**src/rtl/ahb_arbiter_if.sv**
```systemverilog
// Bundle of the per-master AHB3-Lite ports and the shared slave-side bus around ahb_arbiter.
// The arbiter connects through the slave modport; the master modport is the masters/bus view.
interface ahb_arbiter_if #(
    parameter int MASTERS = 2
);
    logic [31:0] s_mhaddr_i      [MASTERS];
    logic [1:0]  s_mhtrans_i     [MASTERS];
    logic        s_mhwrite_i     [MASTERS];
    logic [2:0]  s_mhsize_i      [MASTERS];
    logic [3:0]  s_mhprot_i      [MASTERS];
    logic [31:0] s_mhwdata_i     [MASTERS];
    logic        s_mhready_o     [MASTERS];
    logic        s_mhresp_o      [MASTERS];
    logic [31:0] s_mhrdata_o     [MASTERS];
    logic [6:0]  s_mhrchecksum_o [MASTERS];

    logic [31:0] s_haddr_o;
    logic [1:0]  s_htrans_o;
    logic        s_hwrite_o;
    logic [2:0]  s_hsize_o;
    logic [3:0]  s_hprot_o;
    logic [31:0] s_hwdata_o;
    logic        s_hready_i;
    logic        s_hresp_i;
    logic [31:0] s_hrdata_i;
    logic [6:0]  s_hrchecksum_i;

    modport slave (
        input  s_mhaddr_i, s_mhtrans_i, s_mhwrite_i, s_mhsize_i, s_mhprot_i, s_mhwdata_i,
        output s_mhready_o, s_mhresp_o, s_mhrdata_o, s_mhrchecksum_o,
        output s_haddr_o, s_htrans_o, s_hwrite_o, s_hsize_o, s_hprot_o, s_hwdata_o,
        input  s_hready_i, s_hresp_i, s_hrdata_i, s_hrchecksum_i
    );

    modport master (
        output s_mhaddr_i, s_mhtrans_i, s_mhwrite_i, s_mhsize_i, s_mhprot_i, s_mhwdata_i,
        input  s_mhready_o, s_mhresp_o, s_mhrdata_o, s_mhrchecksum_o,
        input  s_haddr_o, s_htrans_o, s_hwrite_o, s_hsize_o, s_hprot_o, s_hwdata_o,
        output s_hready_i, s_hresp_i, s_hrdata_i, s_hrchecksum_i
    );
endinterface

```
**src/rtl/ahb_arbiter.sv**
```systemverilog
// Round-robin AHB3-Lite arbiter: muxes MASTERS masters onto one slave-side bus and parks a
// finished data-phase response per master until that master is granted again.
module ahb_arbiter #(
    parameter int MASTERS = 2
) (
    input logic          s_clk_i,
    input logic          s_reset_i,
    ahb_arbiter_if.slave bus
);
    localparam int IW = (MASTERS > 1) ? $clog2(MASTERS) : 1;

    logic [MASTERS-1:0] req;
    logic [MASTERS-1:0] mready;
    logic [IW-1:0]      grant;
    logic               grant_valid;

    logic [IW-1:0]      last_reg;
    logic [IW-1:0]      data_owner_reg;
    logic               data_active_reg;

    for (genvar gi = 0; gi < MASTERS; gi++) begin : g_req
        assign req[gi] = bus.s_mhtrans_i[gi][1];
    end

    // Rotating search starting just after the last winner; a SEQ burst keeps the bus.
    always_comb begin
        logic [IW:0] cand;
        logic        found;
        grant       = '0;
        found       = 1'b0;
        cand        = '0;
        grant_valid = |req;
        for (int off = 0; off < MASTERS; off++) begin
            cand = {1'b0, last_reg} + (IW+1)'(1) + (IW+1)'(off);
            if (cand >= (IW+1)'(MASTERS)) begin
                cand = cand - (IW+1)'(MASTERS);
            end
            if (!found && req[cand[IW-1:0]]) begin
                grant = cand[IW-1:0];
                found = 1'b1;
            end
        end
        if (data_active_reg && (bus.s_mhtrans_i[data_owner_reg] == 2'b11)) begin
            grant = data_owner_reg;
        end
    end

    always_comb begin
        bus.s_haddr_o  = '0;
        bus.s_htrans_o = 2'b00;
        bus.s_hwrite_o = 1'b0;
        bus.s_hsize_o  = '0;
        bus.s_hprot_o  = '0;
        if (grant_valid) begin
            bus.s_haddr_o  = bus.s_mhaddr_i[grant];
            bus.s_htrans_o = bus.s_mhtrans_i[grant];
            bus.s_hwrite_o = bus.s_mhwrite_i[grant];
            bus.s_hsize_o  = bus.s_mhsize_i[grant];
            bus.s_hprot_o  = bus.s_mhprot_i[grant];
        end
    end

    assign bus.s_hwdata_o = bus.s_mhwdata_i[data_owner_reg];

    // Arbitration state only advances when the slave completes the current phase.
    always_ff @(posedge s_clk_i) begin
        if (s_reset_i) begin
            last_reg        <= IW'(MASTERS - 1);
            data_owner_reg  <= '0;
            data_active_reg <= 1'b0;
        end else if (bus.s_hready_i) begin
            if (grant_valid) begin
                last_reg <= grant;
            end
            data_owner_reg  <= grant;
            data_active_reg <= grant_valid;
        end
    end

    for (genvar gi = 0; gi < MASTERS; gi++) begin : g_master
        logic        pend_valid_reg;
        logic [31:0] pend_rdata_reg;
        logic        pend_resp_reg;
        logic [6:0]  pend_chk_reg;
        logic        capture;
        logic        owns_data;

        assign mready[gi] = bus.s_hready_i &
                            (~req[gi] | (grant_valid & (grant == IW'(gi))));
        assign bus.s_mhready_o[gi] = mready[gi];

        assign owns_data = data_active_reg & (data_owner_reg == IW'(gi));
        // Owner finishes its data phase but has lost the next address phase: park the response.
        assign capture   = owns_data & bus.s_hready_i & req[gi] & (grant != IW'(gi));

        always_ff @(posedge s_clk_i) begin
            if (s_reset_i) begin
                pend_valid_reg <= 1'b0;
            end else if (capture) begin
                pend_valid_reg <= 1'b1;
            end else if (mready[gi]) begin
                pend_valid_reg <= 1'b0;
            end
        end

        always_ff @(posedge s_clk_i) begin
            if (capture) begin
                pend_rdata_reg <= bus.s_hrdata_i;
                pend_resp_reg  <= bus.s_hresp_i;
                pend_chk_reg   <= bus.s_hrchecksum_i;
            end
        end

        always_comb begin
            bus.s_mhrdata_o[gi]     = '0;
            bus.s_mhresp_o[gi]      = 1'b0;
            bus.s_mhrchecksum_o[gi] = '0;
            if (pend_valid_reg) begin
                bus.s_mhrdata_o[gi]     = pend_rdata_reg;
                bus.s_mhresp_o[gi]      = pend_resp_reg;
                bus.s_mhrchecksum_o[gi] = pend_chk_reg;
            end else if (owns_data) begin
                bus.s_mhrdata_o[gi]     = bus.s_hrdata_i;
                bus.s_mhresp_o[gi]      = bus.s_hresp_i;
                bus.s_mhrchecksum_o[gi] = bus.s_hrchecksum_i;
            end
        end
    end
endmodule

```
**src/flat_wrapper.sv**
```systemverilog
// flat-port wrapper written by rule: the top's interface ports become plain ports
module ahb_arbiter_flat 
#(
    parameter int MASTERS = 2
)
  (s_clk_i, s_reset_i, bus_s_mhaddr_i, bus_s_mhtrans_i, bus_s_mhwrite_i, bus_s_mhsize_i, bus_s_mhprot_i, bus_s_mhwdata_i, bus_s_mhready_o, bus_s_mhresp_o, bus_s_mhrdata_o, bus_s_mhrchecksum_o, bus_s_haddr_o, bus_s_htrans_o, bus_s_hwrite_o, bus_s_hsize_o, bus_s_hprot_o, bus_s_hwdata_o, bus_s_hready_i, bus_s_hresp_i, bus_s_hrdata_i, bus_s_hrchecksum_i);
  ahb_arbiter_if #(.MASTERS(MASTERS)) bus_i ();
  input logic s_clk_i;
  input logic s_reset_i;
  input wire logic [$bits(bus_i.s_mhaddr_i)-1:0] bus_s_mhaddr_i;
  input wire logic [$bits(bus_i.s_mhtrans_i)-1:0] bus_s_mhtrans_i;
  input wire logic [$bits(bus_i.s_mhwrite_i)-1:0] bus_s_mhwrite_i;
  input wire logic [$bits(bus_i.s_mhsize_i)-1:0] bus_s_mhsize_i;
  input wire logic [$bits(bus_i.s_mhprot_i)-1:0] bus_s_mhprot_i;
  input wire logic [$bits(bus_i.s_mhwdata_i)-1:0] bus_s_mhwdata_i;
  output wire logic [$bits(bus_i.s_mhready_o)-1:0] bus_s_mhready_o;
  output wire logic [$bits(bus_i.s_mhresp_o)-1:0] bus_s_mhresp_o;
  output wire logic [$bits(bus_i.s_mhrdata_o)-1:0] bus_s_mhrdata_o;
  output wire logic [$bits(bus_i.s_mhrchecksum_o)-1:0] bus_s_mhrchecksum_o;
  output wire logic [$bits(bus_i.s_haddr_o)-1:0] bus_s_haddr_o;
  output wire logic [$bits(bus_i.s_htrans_o)-1:0] bus_s_htrans_o;
  output wire logic [$bits(bus_i.s_hwrite_o)-1:0] bus_s_hwrite_o;
  output wire logic [$bits(bus_i.s_hsize_o)-1:0] bus_s_hsize_o;
  output wire logic [$bits(bus_i.s_hprot_o)-1:0] bus_s_hprot_o;
  output wire logic [$bits(bus_i.s_hwdata_o)-1:0] bus_s_hwdata_o;
  input wire logic [$bits(bus_i.s_hready_i)-1:0] bus_s_hready_i;
  input wire logic [$bits(bus_i.s_hresp_i)-1:0] bus_s_hresp_i;
  input wire logic [$bits(bus_i.s_hrdata_i)-1:0] bus_s_hrdata_i;
  input wire logic [$bits(bus_i.s_hrchecksum_i)-1:0] bus_s_hrchecksum_i;
  assign bus_i.s_mhaddr_i = {>>{bus_s_mhaddr_i}};
  assign bus_i.s_mhtrans_i = {>>{bus_s_mhtrans_i}};
  assign bus_i.s_mhwrite_i = {>>{bus_s_mhwrite_i}};
  assign bus_i.s_mhsize_i = {>>{bus_s_mhsize_i}};
  assign bus_i.s_mhprot_i = {>>{bus_s_mhprot_i}};
  assign bus_i.s_mhwdata_i = {>>{bus_s_mhwdata_i}};
  assign bus_s_mhready_o = {>>{bus_i.s_mhready_o}};
  assign bus_s_mhresp_o = {>>{bus_i.s_mhresp_o}};
  assign bus_s_mhrdata_o = {>>{bus_i.s_mhrdata_o}};
  assign bus_s_mhrchecksum_o = {>>{bus_i.s_mhrchecksum_o}};
  assign bus_s_haddr_o = bus_i.s_haddr_o;
  assign bus_s_htrans_o = bus_i.s_htrans_o;
  assign bus_s_hwrite_o = bus_i.s_hwrite_o;
  assign bus_s_hsize_o = bus_i.s_hsize_o;
  assign bus_s_hprot_o = bus_i.s_hprot_o;
  assign bus_s_hwdata_o = bus_i.s_hwdata_o;
  assign bus_i.s_hready_i = bus_s_hready_i;
  assign bus_i.s_hresp_i = bus_s_hresp_i;
  assign bus_i.s_hrdata_i = bus_s_hrdata_i;
  assign bus_i.s_hrchecksum_i = bus_s_hrchecksum_i;
  ahb_arbiter #(.MASTERS(MASTERS)) u_core (.s_clk_i(s_clk_i), .s_reset_i(s_reset_i), .bus(bus_i));
endmodule
```
**config.mk**
```make
export PLATFORM = sky130hd
export DESIGN_NAME = ahb_arbiter_flat
export DESIGN_NICKNAME = d
export VERILOG_FILES = /design/src/rtl/ahb_arbiter_if.sv /design/src/rtl/ahb_arbiter.sv /design/src/flat_wrapper.sv
export SDC_FILE = /design/constraint.sdc
export NUM_CORES = 1
export LEC_CHECK = 0
export ABC_AREA = 1
export ABC_CLOCK_PERIOD_IN_PS = 4000
export CORE_AREA = 3 3 135 137
export CTS_CLUSTER_SIZE = 16
export DETAILED_ROUTE_END_ITERATION = 6
export DIE_AREA = 0 0 138 140
export MAX_ROUTING_LAYER = met4
export PLACE_DENSITY = 0.7
export SLEW_MARGIN = 10
export SYNTH_ARGS = -nofsm -noshare
export SYNTH_HDL_FRONTEND = slang
export SYNTH_SLANG_ARGS = --single-unit
```
**constraint.sdc**
```tcl
create_clock -name s_clk_i -period 4 [get_ports s_clk_i]
set_input_delay 0.4 -clock s_clk_i [delete_from_list [all_inputs] [get_ports s_clk_i]]
set_output_delay 0.4 -clock s_clk_i [all_outputs]
set_load 0.01 [all_outputs]
```
==> metrics.cfg <==
[outcome]
status = finished, final reports clean

[cts]
cts_resized = 0
cts_buffer_depth = 2
post_cts_buffers = 0
cts_max_level = 3
clk_latency_ns = 0.34
cts-root-buf = clkbuf_16
hold_buffers = 0
cts_buffers = 9
cts_tree = done
clk_pin_slew_ns = 0.06
cts_sinks = 85

[sta]
finalSetupTns_ns = 0
slew_headroom = 0.4251
tightest_slew_ns = 0.8623
period_minus_slack_ns = 3.296
max_freq_ghz = 0.3034
timing.final.crit_share = 0.8240
slew_viol_final = 0
rsz0062_at_grt = no
hold_violations = 0
setup_viol = 0
skew_ns = 0.004695

[pwr]
p_clk_frac = 0.353
p_sw_frac = 0.2475
seq_power_share = 0.389
internal-power_uw = 1897
power_frac_comb = 0.258
p_sw_uw = 623.7
powerDensity_nw_per_um2 = 287.3
leakage_uw = 0.003491
ir_drop_v = 0.0001533

[worst_setup_path]
end_kind = primary output
critical_path_class = reg2out
r2r_end = u_core.g_master[0].pend_rdata_reg[26]
cp_slowest_stage_delay_ns = 0.50
slowest_stage = clkdlybuf4s50_1
rrSetupSlack_ns = 0.98
critPathLaunchType = register
arrival_ns = 2.90
crit_fanout = 44
worstPathRequired_ns = 3.60
worstPathCellList = buf_4, nand3_1, nand2_1, inv_2, nand2_4, nand2_4, nand3_1, nand2_1, clkdlybuf4s50_1
reg2reg_depth = 8
critical-path-top-delay-family = simple AND/OR/NAND/NOR gates
r2r_start = u_core.data_owner_reg
cp-startpoint = u_core.data_owner_reg
path_buf_inv = 3

[global_routing]
grt_max_degree = 47
grt_pass1_vias = 5410
grt_pass1_wl_um = 31770
grt_usage = 0.2128
grt_remaining_overflow = 0
antenna_found_initial = 1

[final_layout]
layout-drive-gt1-share = 0.03657
final_common_cell = clkdlybuf4s50_1
largest_reg_flops = 64
fillers = 1635
utilization = 0.5107
final_cell_mix = clkdlybuf4s50_1, nand2_1, nand3_1, edfxtp_1, o21ai_0
fin_cells = 1183
final_area_um2 = 8772
nets = 1143
synthToLayoutAreaGrowth_pct = 80.51

[synth]
syn_area_um2 = 4860
synthAdderAreaFrac = 0
syn_inst = 635
syn-num-nets = 826
syn_avg_cell_area_um2 = 7.653
synthMuxAreaShare = 0
synth-seq-area-share = 0.5149
synth_top_area_frac = 0.4943
synth_top_cell_by_area = edfxtp_1
yosysWarnings = 0
synth_compound_area_frac = 0.08857
synth-simple-area-share = 0.3386
ys_seq_elements = 85
synth_top_family_by_area = simple AND/OR/NAND/NOR gates
synth.distinct_cells = 19
synthTopCellsByArea = edfxtp_1, nand2_1, nand3_1
synth_xor_area_frac = 0

[hold_path]
worstHoldPathCells = 2
holdPathEnd = u_core.last_reg
hold_class = reg2reg
hold_start = u_core.last_reg

[detailed_routing]
drt_iter0_markers = 351
vias_per_cell = 4.676
ant_nets = 0
wl_um = 21020
drtPass1Iterations = 5
routedWlPerCell_um = 17.77
drc_errors = 0
via_count = 5532

[die]
start_util = 0.2829
rows = 48
core_area_um2 = 17180
dieWidth_um = 138
die_height_um = 140
die-area_um2 = 19320
num_io_pins = 347

[place]
port_buffers = 346
gp_congestion = 0.8473
hpwl_um = 15350
dpl-instance-area_um2 = 8454
placed_cells_incl_taps = 1166

[run]
drv_cap = 0

worst register-to-register path, stage by stage, from the launching register on:
cell,delay [ns]
dfxtp_1,0.37
buf_4,0.36
nand3_1,0.13
nand2_1,0.10
inv_2,0.05
nand2_4,0.35
nand2_4,0.40
nor2_4,0.57
buf_4,0.37
how the worst max path moves through the flow:
stage               depth (start not counted)                               endpoint  slack (ns)
floorplan                                   7     u_core.g_master[0].pend_chk_reg[0]        0.90
global placement                            8     u_core.g_master[0].pend_chk_reg[1]        0.83
detailed placement                          8  u_core.g_master[0].pend_rdata_reg[20]        0.84
CTS                                         9                       bus_s_hprot_o[0]        0.65
global route                                9                      bus_s_haddr_o[18]        0.48
finish                                      9                      bus_s_haddr_o[20]        0.70
layout make-up:
type / instances / area [µm²] / share of cell area
flip-flops and latches: 85 / 2502 / 0.2853
diodes: 1 / 2.502 / 0.0002853
clock buffers: 10 / 229.0 / 0.02610
repair buffers: 357 / 3536 / 0.4031
well taps: 225 / 281.5 / 0.03209
inverters: 10 / 40.04 / 0.004564
multi-input cells: 489 / 2095 / 0.2388
clock inverters: 6 / 86.33 / 0.009842
synthesized netlist by cell type (all sizes together):
master	instances
a21oi	4
nand3	87
o21ai	82
nor2	4
clkbuf	32
buf	19
inv	10
nor3	1
edfxtp	80
dfxtp	5
nand2	311
metal layers:
metal / track usage / share of wire / vias to the layer above
met4: 0.05564 / 0.021 / 0
met2: 0.3520 / 0.50 / 251
met1: 0.2625 / 0.41 / 2513
li1: - / - / 2743
met3: 0.05189 / 0.075 / 25
met5: - / 0 / -
cells by family (layout without fill, tap and decap cells):
kind of cell    after synthesis  after routing
other cells                   0              1
compound gates               86             86
simple gates                403            403
flops                        85             85
buf+inv                      61            383
power by group through the flow:
stage                     clock network, µW  registers [µW]  logic, µW
after floorplan                           0            1000        216
after global placement                    0            1000        650
after detailed placement                  0            1000        650
after CTS                               912             981        656
after global routing                    946             981        703
final                                   889             981        649
stage by stage:
stage	total power (µW)	hold slack [ns]	setup WS (ns)
after floorplan	1216	0.4344	0.8979
after global placement	1650	0.4640	0.8344
after detailed placement	1651	0.4917	0.8376
after CTS	2549	0.5070	0.6491
after global routing	2630	0.5242	0.4804
final	2520	0.4997	0.7039
Power figures use the tool's default switching activity.
